==> src/rtl/bit_serial_adder_pkg.sv <==
// rtl/bit_serial_adder_pkg.sv - shared state type and width default for the bit-serial adder
package bit_serial_adder_pkg;

  localparam int WIDTH_DEFAULT = 8;

  typedef enum logic [1:0] {
    IDLE  = 2'd0,
    SHIFT = 2'd1,
    DONE  = 2'd2
  } state_t;

endpackage

==> src/rtl/bit_serial_adder_if.sv <==
// rtl/bit_serial_adder_if.sv - operand/result bundle; ovf present only with BIT_SERIAL_ADDER_OVF_EN
interface bit_serial_adder_if #(
  parameter int WIDTH = bit_serial_adder_pkg::WIDTH_DEFAULT
);

  logic             start;
  logic [WIDTH-1:0] a;
  logic [WIDTH-1:0] b;
  logic             c_in;
  logic             busy;
  logic             done;
  logic [WIDTH-1:0] sum;
  logic             c_out;
`ifdef BIT_SERIAL_ADDER_OVF_EN
  logic             ovf;

  modport master (output start, a, b, c_in, input busy, done, sum, c_out, ovf);
  modport slave  (input start, a, b, c_in, output busy, done, sum, c_out, ovf);
`else
  modport master (output start, a, b, c_in, input busy, done, sum, c_out);
  modport slave  (input start, a, b, c_in, output busy, done, sum, c_out);
`endif

endinterface

==> src/rtl/bit_serial_adder_fa_cell.sv <==
// rtl/bit_serial_adder_fa_cell.sv - one-bit combinational full adder used once per serial step
module fa_cell (
  input  logic x,
  input  logic y,
  input  logic ci,
  output logic s,
  output logic co
);

  assign s  = x ^ y ^ ci;
  assign co = (x & y) | (ci & (x ^ y));

endmodule

==> src/rtl/bit_serial_adder.sv <==
// rtl/bit_serial_adder.sv - LSB-first serial adder, one bit per clock; BIT_SERIAL_ADDER_OVF_EN adds ovf
module bit_serial_adder
  import bit_serial_adder_pkg::*;
#(
  parameter int WIDTH = WIDTH_DEFAULT
) (
  input  logic               clk,
  input  logic               rst_n,
  bit_serial_adder_if.slave  bus
);

  localparam int CNT_W = $clog2(WIDTH + 1);

  state_t           state_q;
  logic [CNT_W-1:0] cnt_q;
  logic [WIDTH-1:0] a_q;
  logic [WIDTH-1:0] b_q;
  logic [WIDTH-1:0] sum_q;
  logic [WIDTH-1:0] sum_d;
  logic             carry_q;
  logic             c_out_q;
  logic             busy_q;
  logic             done_q;
  logic             fa_s;
  logic             fa_co;
  logic             last_bit;
`ifdef BIT_SERIAL_ADDER_OVF_EN
  logic             ovf_q;
`endif

  fa_cell u_fa (
    .x  (a_q[0]),
    .y  (b_q[0]),
    .ci (carry_q),
    .s  (fa_s),
    .co (fa_co)
  );

  // Shift-then-overwrite keeps this legal for WIDTH=1, where no upper slice exists.
  always_comb begin
    sum_d           = sum_q >> 1;
    sum_d[WIDTH-1]  = fa_s;
    last_bit        = (cnt_q == CNT_W'(WIDTH - 1));
  end

  always_ff @(posedge clk or negedge rst_n) begin
    if (!rst_n) begin
      state_q <= IDLE;
      cnt_q   <= '0;
      a_q     <= '0;
      b_q     <= '0;
      sum_q   <= '0;
      carry_q <= 1'b0;
      c_out_q <= 1'b0;
      busy_q  <= 1'b0;
      done_q  <= 1'b0;
`ifdef BIT_SERIAL_ADDER_OVF_EN
      ovf_q   <= 1'b0;
`endif
    end else begin
      case (state_q)
        IDLE: begin
          done_q <= 1'b0;
          if (bus.start) begin
            a_q     <= bus.a;
            b_q     <= bus.b;
            carry_q <= bus.c_in;
            cnt_q   <= '0;
            busy_q  <= 1'b1;
            state_q <= SHIFT;
          end
        end
        SHIFT: begin
          a_q     <= a_q >> 1;
          b_q     <= b_q >> 1;
          sum_q   <= sum_d;
          carry_q <= fa_co;
          cnt_q   <= cnt_q + CNT_W'(1);
          if (last_bit) begin
            c_out_q <= fa_co;
            done_q  <= 1'b1;
            state_q <= DONE;
`ifdef BIT_SERIAL_ADDER_OVF_EN
            // carry_q here is the carry into the MSB, fa_co the carry out of it
            ovf_q   <= fa_co ^ carry_q;
`endif
          end
        end
        DONE: begin
          done_q  <= 1'b0;
          busy_q  <= 1'b0;
          state_q <= IDLE;
        end
        default: begin
          done_q  <= 1'b0;
          busy_q  <= 1'b0;
          state_q <= IDLE;
        end
      endcase
    end
  end

  assign bus.busy  = busy_q;
  assign bus.done  = done_q;
  assign bus.sum   = sum_q;
  assign bus.c_out = c_out_q;
`ifdef BIT_SERIAL_ADDER_OVF_EN
  assign bus.ovf   = ovf_q;
`endif

endmodule

==> src/flat_wrapper.sv <==
// flat-port wrapper written by rule: the top's interface ports become plain ports
module bit_serial_adder_flat import bit_serial_adder_pkg::*;
#(
  parameter int WIDTH = WIDTH_DEFAULT
)
  (clk, rst_n, bus_start, bus_a, bus_b, bus_c_in, bus_busy, bus_done, bus_sum, bus_c_out);
  bit_serial_adder_if #(.WIDTH(WIDTH)) bus_i ();
  input  logic clk;
  input  logic rst_n;
  input wire logic [$bits(bus_i.start)-1:0] bus_start;
  input wire logic [$bits(bus_i.a)-1:0] bus_a;
  input wire logic [$bits(bus_i.b)-1:0] bus_b;
  input wire logic [$bits(bus_i.c_in)-1:0] bus_c_in;
  output wire logic [$bits(bus_i.busy)-1:0] bus_busy;
  output wire logic [$bits(bus_i.done)-1:0] bus_done;
  output wire logic [$bits(bus_i.sum)-1:0] bus_sum;
  output wire logic [$bits(bus_i.c_out)-1:0] bus_c_out;
  assign bus_i.start = bus_start;
  assign bus_i.a = bus_a;
  assign bus_i.b = bus_b;
  assign bus_i.c_in = bus_c_in;
  assign bus_busy = bus_i.busy;
  assign bus_done = bus_i.done;
  assign bus_sum = bus_i.sum;
  assign bus_c_out = bus_i.c_out;
  bit_serial_adder #(.WIDTH(WIDTH)) u_core (.clk(clk), .rst_n(rst_n), .bus(bus_i));
endmodule
==> config.mk <==
export PLATFORM = sky130hd
export DESIGN_NAME = bit_serial_adder_flat
export DESIGN_NICKNAME = d
export VERILOG_FILES = /design/src/rtl/bit_serial_adder_pkg.sv /design/src/rtl/bit_serial_adder_if.sv /design/src/rtl/bit_serial_adder_fa_cell.sv /design/src/rtl/bit_serial_adder.sv /design/src/flat_wrapper.sv
export SDC_FILE = /design/constraint.sdc
export NUM_CORES = 1
export LEC_CHECK = 0
export CAP_MARGIN = 10
export CORE_MARGIN = 4
export CORE_UTILIZATION = 50
export CTS_BUF_LIST = sky130_fd_sc_hd__clkbuf_16
export DETAILED_ROUTE_END_ITERATION = 10
export MAX_ROUTING_LAYER = met4
export PLACE_DENSITY = 0.88
export SYNTH_ARGS = -nofsm -noshare
export SYNTH_HDL_FRONTEND = slang
export SYNTH_SLANG_ARGS = --single-unit
export TNS_END_PERCENT = 10
==> constraint.sdc <==
create_clock -name clk -period 1.6 [get_ports clk]
set_clock_uncertainty 0.2 [all_clocks]
set_input_delay 0.4 -clock clk [delete_from_list [all_inputs] [get_ports clk]]
set_output_delay 0.4 -clock clk [all_outputs]
set_load 0.1 [all_outputs]
==> results of run 1 <==
[kinds of logic after synthesis]
kind of cell | share of synthesized area [%]
AO/OA/AOI/OAI | 21.1
adder cells (fa/ha/maj) | 2.06
buffers and inverters | 4.21
flip-flops | 54.0
multiplexers | 1.35
AND/OR/NAND/NOR | 17.3
[state kept, by name, indices dropped and copies added (netlist names)]
signal / cells
u_core.cnt_q: 4
u_core.bus.sum: 8
u_core.bus.c_out: 1
u_core.carry_q: 1
u_core.state_q: 2
u_core.bus.done: 1
u_core.b_q: 8
u_core.a_q: 8
u_core.bus.busy: 1
[through the flow]
stage	util, %	cell area (sq um)	setup slack [ns]	total power [uW]
final	74.0	2240	0.0527	5290
after global routing	74.0	2240	-0.00184	5560
after CTS	73.9	2240	0.0575	5310
after detailed placement	68.5	2070	-0.221	4240
after global placement	68.5	2070	-0.132	4120
after floorplan	-	1580	0.0885	3250
[worst paths after layout]
path	startpoint	slack [ns]	end	cells past startpoint
setup / recovery	bus_start	0.05	u_core.cnt_q[3]$_DFFE_PN0P_	5
hold / removal	rst_n	0.29	u_core.bus.sum[0]$_DFFE_PN0P_	2
setup reg to reg	u_core.a_q[0]$_DFFE_PN0P_	0.10	u_core.bus.c_out$_DFFE_PN0P_	2
hold reg to reg	u_core.a_q[5]$_DFFE_PN0P_	0.29	u_core.a_q[5]$_DFFE_PN0P_	2
max in group asynchronous	rst_n	0.73	u_core.bus.sum[6]$_DFFE_PN0P_	2
min in group clk	u_core.a_q[5]$_DFFE_PN0P_	0.29	u_core.a_q[5]$_DFFE_PN0P_	2
[timing repair]
item | CTS | global route
resized for setup | 0 | 2
setup endpoints to repair | 0 | 8
hold buffers | 0 | 0
[per-layer routing]
| metal | vias to the layer above | track usage [%] | share of wire (%) |
|---|---|---|---|
| met5 | - | - | 0 |
| met4 | 0 | 14.0 | 2.6 |
| met3 | 10 | 4.75 | 5.5 |
| met2 | 37 | 29.5 | 49 |
| met1 | 635 | 23.5 | 43 |
| li1 | 634 | - | - |
[cell usage in the layout, fill, tap and decap left out, drive strengths merged, types with 2 or more instances in the layout]
master,synthesis,final
nor2b,18,18
a21oi,18,18
clkdlybuf4s50,0,19
nand2,31,31
a22oi,14,14
nand3,2,2
o21ai,19,19
clkbuf,2,5
inv,1,3
buf,10,22
dfrtp,34,34
nor2,3,3
[worst max-delay path, cell delays in order]
cell             delay [ns]
clkdlybuf4s50_1        0.48
buf_4                  0.21
o21bai_2               0.23
nand2_1                0.10
o311ai_1               0.10
[power by group]
| part | switching [uW] | internal [uW] |
|---|---|---|
| clock network | 338 | 722 |
| registers | 345 | 1220 |
| logic | 1650 | 1030 |
| total | 2330 | 2960 |
[cell type report]
| type | count | share of cell area (%) |
|---|---|---|
| clock inverters | 3 | 1.67 |
| multi-input cells | 117 | 29.6 |
| repair buffers | 41 | 22.5 |
| inverters | 1 | 0.167 |
| well taps | 44 | 2.46 |
| clock buffers | 5 | 5.58 |
| flip-flops and latches | 34 | 37.9 |
==> out/metrics.cfg, run 1 <==
[layout]
antenna_cells = 0
multi_input_area_sq_um = 664
area_growth_pct = 42.2
layout.cells.non_filler = 245
drive_above_1_share_pct = 15.9
num-nets-final = 222
register_area_sq_um = 851
n_fill_cell = 234

[worst_setup_path]
crit_type = in2reg
crit_fanout = 11
arrival_ns = 1.52
worstPathRequired_ns = 1.57
cp-start-kind = input port
endpoint_kind = flop

[drt]
ant_nets = 0
num_vias = 1316
first_iter_violations = 50
drt-total-wl_um = 3630
vias_per_cell = 5.37
wl_per_cell_um = 14.8
drc = 0
first_pass_iters = 4

[synth]
yosysMostFrequentCell = dfrtp_1
synthesis.nets = 186
yosys.area.top_type = dfrtp_1
synth-edff-count = 0
synth_ff_type = dfrtp_1
syn_inst = 164
syn-cell-area_sq_um = 1580
avgSynthCellArea_sq_um = 9.61
synthTopCellsByCount = dfrtp_1 (34), nand2_1 (31), a21oi_1 (18), nor2b_1 (18), o21ai_1 (16)
synth.top_cells.by_area = dfrtp_1 (54%), nand2_1 (7.4%), nor2b_1 (7.1%)
yosysWarnings = 0
async_reset_ff_share_pct = 100
yosysUniqueCellTypes = 25
ys_ff_latch = 34
synth_top_area_share_pct = 54.0
ys_seq_area_share_pct = 54.0

[clock_tree]
cts_root_buf = clkbuf_16
clock_latency_ns = 0.28
numClockSinks = 34
cts_max_level = 2
clk_pin_slew_ns = 0.05
post-cts-setup-buffer-count = 0
cts_tree = built
cts_buffers = 5
clockBufferDepth = 2

[floorplan]
die_area_sq_um = 4120
ios = 31
die_h_um = 64.2
coreArea_sq_um = 3030
start_util_pct = 52.1
die_w_um = 64.2
row_count = 20

[grt]
grt_pass1_vias = 1307
gr-total-overflow = 0
grtUsageTotal_pct = 19.8
grt_pass1_wl_um = 5910
antenna_found_initial = 0
grt_max_degree = 35

[power]
ir_worst_vdd_uv = 1490
p_per_area_nw_per_um2 = 2360
leakage_uw = 0.00101

[timing]
tightest_slew_ns = 0.257
slew_violations = 0
setup_violations = 0
whs_ns = 0.287
timing.setup.tns_ns = 0
maxSlewHeadroom_pct = 82.6
timing.fmax_mhz = 646
hold_viol_final = 0
final.period_utilization_pct = 96.7
period_needed_ns = 1.55

[placement]
gp_congestion = 0.750
port_buffers = 30
dpl.cell_count = 237
post-dp-hpwl_um = 2580

[run_status]
outcome = complete, no violations

[hold_path]
hp-class = in2async

[job]
drv_cap = 0

Note: power is estimated with default switching activity, not from simulation.
==> run 2: changes to the inputs <==
- CTS_CLUSTER_SIZE: not set -> 10
- SETUP_SLACK_MARGIN: not set -> 0.05
==> run 2 against run 1 <==
- sequential power barely moved
- final cell count rose by 0.82%
- highest routed layer unchanged
- non-clock buffer count rose by 2
==> out/metrics.cfg, run 2 (synthesis gave the netlist of run 1 again) <==
[timing]
period_needed_ns = 1.55
rsz0062_at_grt = yes
timing.fmax_mhz = 645
maxSlewHeadroom_pct = 82.5
slew_violations = 0
setup_violations = 0
final.period_utilization_pct = 96.8
tightest_slew_ns = 0.258
hold_viol_final = 0

[power]
switching_share_pct = 43.8
ir_worst_vdd_uv = 1500
seqPwrFrac_pct = 29.3
p_comb_share_pct = 50.8
internal_power_uw = 2990
leakage_uw = 0.00102
p_sw_uw = 2330
clockPowerShare_pct = 19.9
p_per_area_nw_per_um2 = 2350

[floorplan]
die_w_um = 64.2
die_area_sq_um = 4120
ios = 31
die_h_um = 64.2
row_count = 20
coreArea_sq_um = 3030
start_util_pct = 52.1

[clock_tree]
cts_root_buf = clkbuf_16
cts_max_level = 2
clockBufferDepth = 2
cts_hold_buf = 0
cts_buffers = 5
clock_latency_ns = 0.28
clk_pin_slew_ns = 0.05
numClockSinks = 34
cts_tree = built

[layout]
utilization_pct = 74.8
antenna_cells = 0
num-nets-final = 224
layout.cells.non_filler = 247
drive_above_1_share_pct = 17.2
layout_commonest_cell = dfrtp_1
n_fill_cell = 226
layout_common_cells = dfrtp_1 (34), nand2_1 (31), a21oi_1 (18), clkdlybuf4s50_1 (18), nor2b_1 (17)
area_growth_pct = 43.6

[drt]
drt-total-wl_um = 3640
ant_nets = 0
drc = 0
top_layer = met4
first_iter_violations = 55
vias_per_cell = 5.38
wl_met1_um = 1560
first_pass_iters = 4
num_vias = 1329
wl_per_cell_um = 14.8
dr_wl_met3_um = 225
routed-wl-met2_um = 1760

[grt]
gr-total-overflow = 0
grt_max_degree = 35
grtUsageTotal_pct = 19.8
grt_pass1_wl_um = 5910
grt_pass1_vias = 1307
antenna_found_initial = 0

[worst_setup_path]
r2r-end = u_core.bus.c_out$_DFFE_PN0P_
arrival_ns = 1.52
worstPathRequired_ns = 1.57
cp-start-kind = flop
path_buf_inv = 0
reg2reg_depth = 4
max_stage_delay_ns = 0.39
rrSetupSlack_ns = 0.05
crit_fanout = 4
endpoint_kind = flop
timing.rr.start = u_core.cnt_q[0]$_DFFE_PN0P_
crit_type = reg2reg
crit_family = flip-flops
path_cells = ha_2 -> nand2_1 -> nor3_2 -> mux2_4
cp_slowest_cell = dfrtp_1

[hold_path]
hp-class = in2async

[placement]
port_buffers = 30
dpl.cell_count = 237
post-dp-hpwl_um = 2580
gp_congestion = 0.750

[run_status]
outcome = complete, no violations

[job]
drv_cap = 0

[run 2: cell count changes in the layout (fill, tap and decap cells not counted)]
cell	before	now
clkdlybuf4s50_1	19	18
buf_4	10	12
mux2_4	0	1
dlymetal6s2s_1	0	1
mux2_1	1	0
[run 2: how the worst max path moves through the flow]
stage | slack [ns] | start | cells after the start | end
2_1_floorplan | 0.09 | u_core.bus.sum[1]$_DFFE_PN0P_ | 0 | bus_sum[1]
3_3_place_gp | -0.13 | bus_start | 5 | u_core.cnt_q[3]$_DFFE_PN0P_
3_5_place_dp | -0.22 | bus_start | 5 | u_core.cnt_q[3]$_DFFE_PN0P_
4_1_cts | 0.06 | bus_start | 5 | u_core.cnt_q[3]$_DFFE_PN0P_
5_1_grt | -0.005 | u_core.cnt_q[0]$_DFFE_PN0P_ | 4 | u_core.bus.c_out$_DFFE_PN0P_
6_report | 0.05 | u_core.cnt_q[0]$_DFFE_PN0P_ | 4 | u_core.bus.c_out$_DFFE_PN0P_
[run 2: power groups by stage]
stage,sequential [uW],combinational [uW],clock (uW)
2_1_floorplan,2310,940,0
3_3_place_gp,1540,2580,0
3_5_place_dp,1570,2670,0
4_1_cts,1560,2680,1070
5_1_grt,1600,2870,1120
6_report,1560,2710,1060
[run 2: cell type report]
class                   instances  area, sq um  share of cell area, %
clock buffers                   5          125                   5.53
clock inverters                 3         37.5                   1.66
inverters                       1         3.75                  0.166
multi-input cells             117          668                   29.5
flip-flops and latches         34          851                   37.6
well taps                      44         55.1                   2.43
repair buffers                 43          523                   23.1
[run 2: repair_timing]
| item | in CTS | in global routing |
|---|---|---|
| resized for setup | 0 | 4 |
| endpoints found under the setup margin | 0 | 19 |
| buffers inserted | 0 | 2 |
[run 2: worst register-to-register path: cells and delay by family, from the launching register on]
kind                       cells  cell delay (ns)
DFF                            1             0.39
adders and majority gates      1             0.21
and+or+nand+nor                2             0.31
muxes                          1             0.32
[run 2: metal layers]
layer / track usage, % / up-vias
li1: - / 640
met1: 23.5 / 635
met2: 29.5 / 44
met3: 4.75 / 10
met4: 14.0 / 0
met5: - / -
[run 2: per-stage QoR]
stage                     total power (uW)  cell area [sq um]  hold WS [ns]  setup TNS, ns  worst slack (ns)
after floorplan                       3250               1580       -0.0956              0            0.0885
after global placement                4120               2070         0.284          -2.40            -0.132
after detailed placement              4240               2070         0.289          -3.67            -0.221
after CTS                             5310               2240         0.297              0            0.0575
after global routing                  5590               2260         0.323       -0.00465          -0.00465
final                                 5330               2260         0.286              0            0.0508
==> run 3: changes to the inputs <==
- CTS_CLUSTER_DIAMETER: not set -> 80
==> results of run 3 <==
The final DEF is identical to that of run 2; final timing and power are the same.
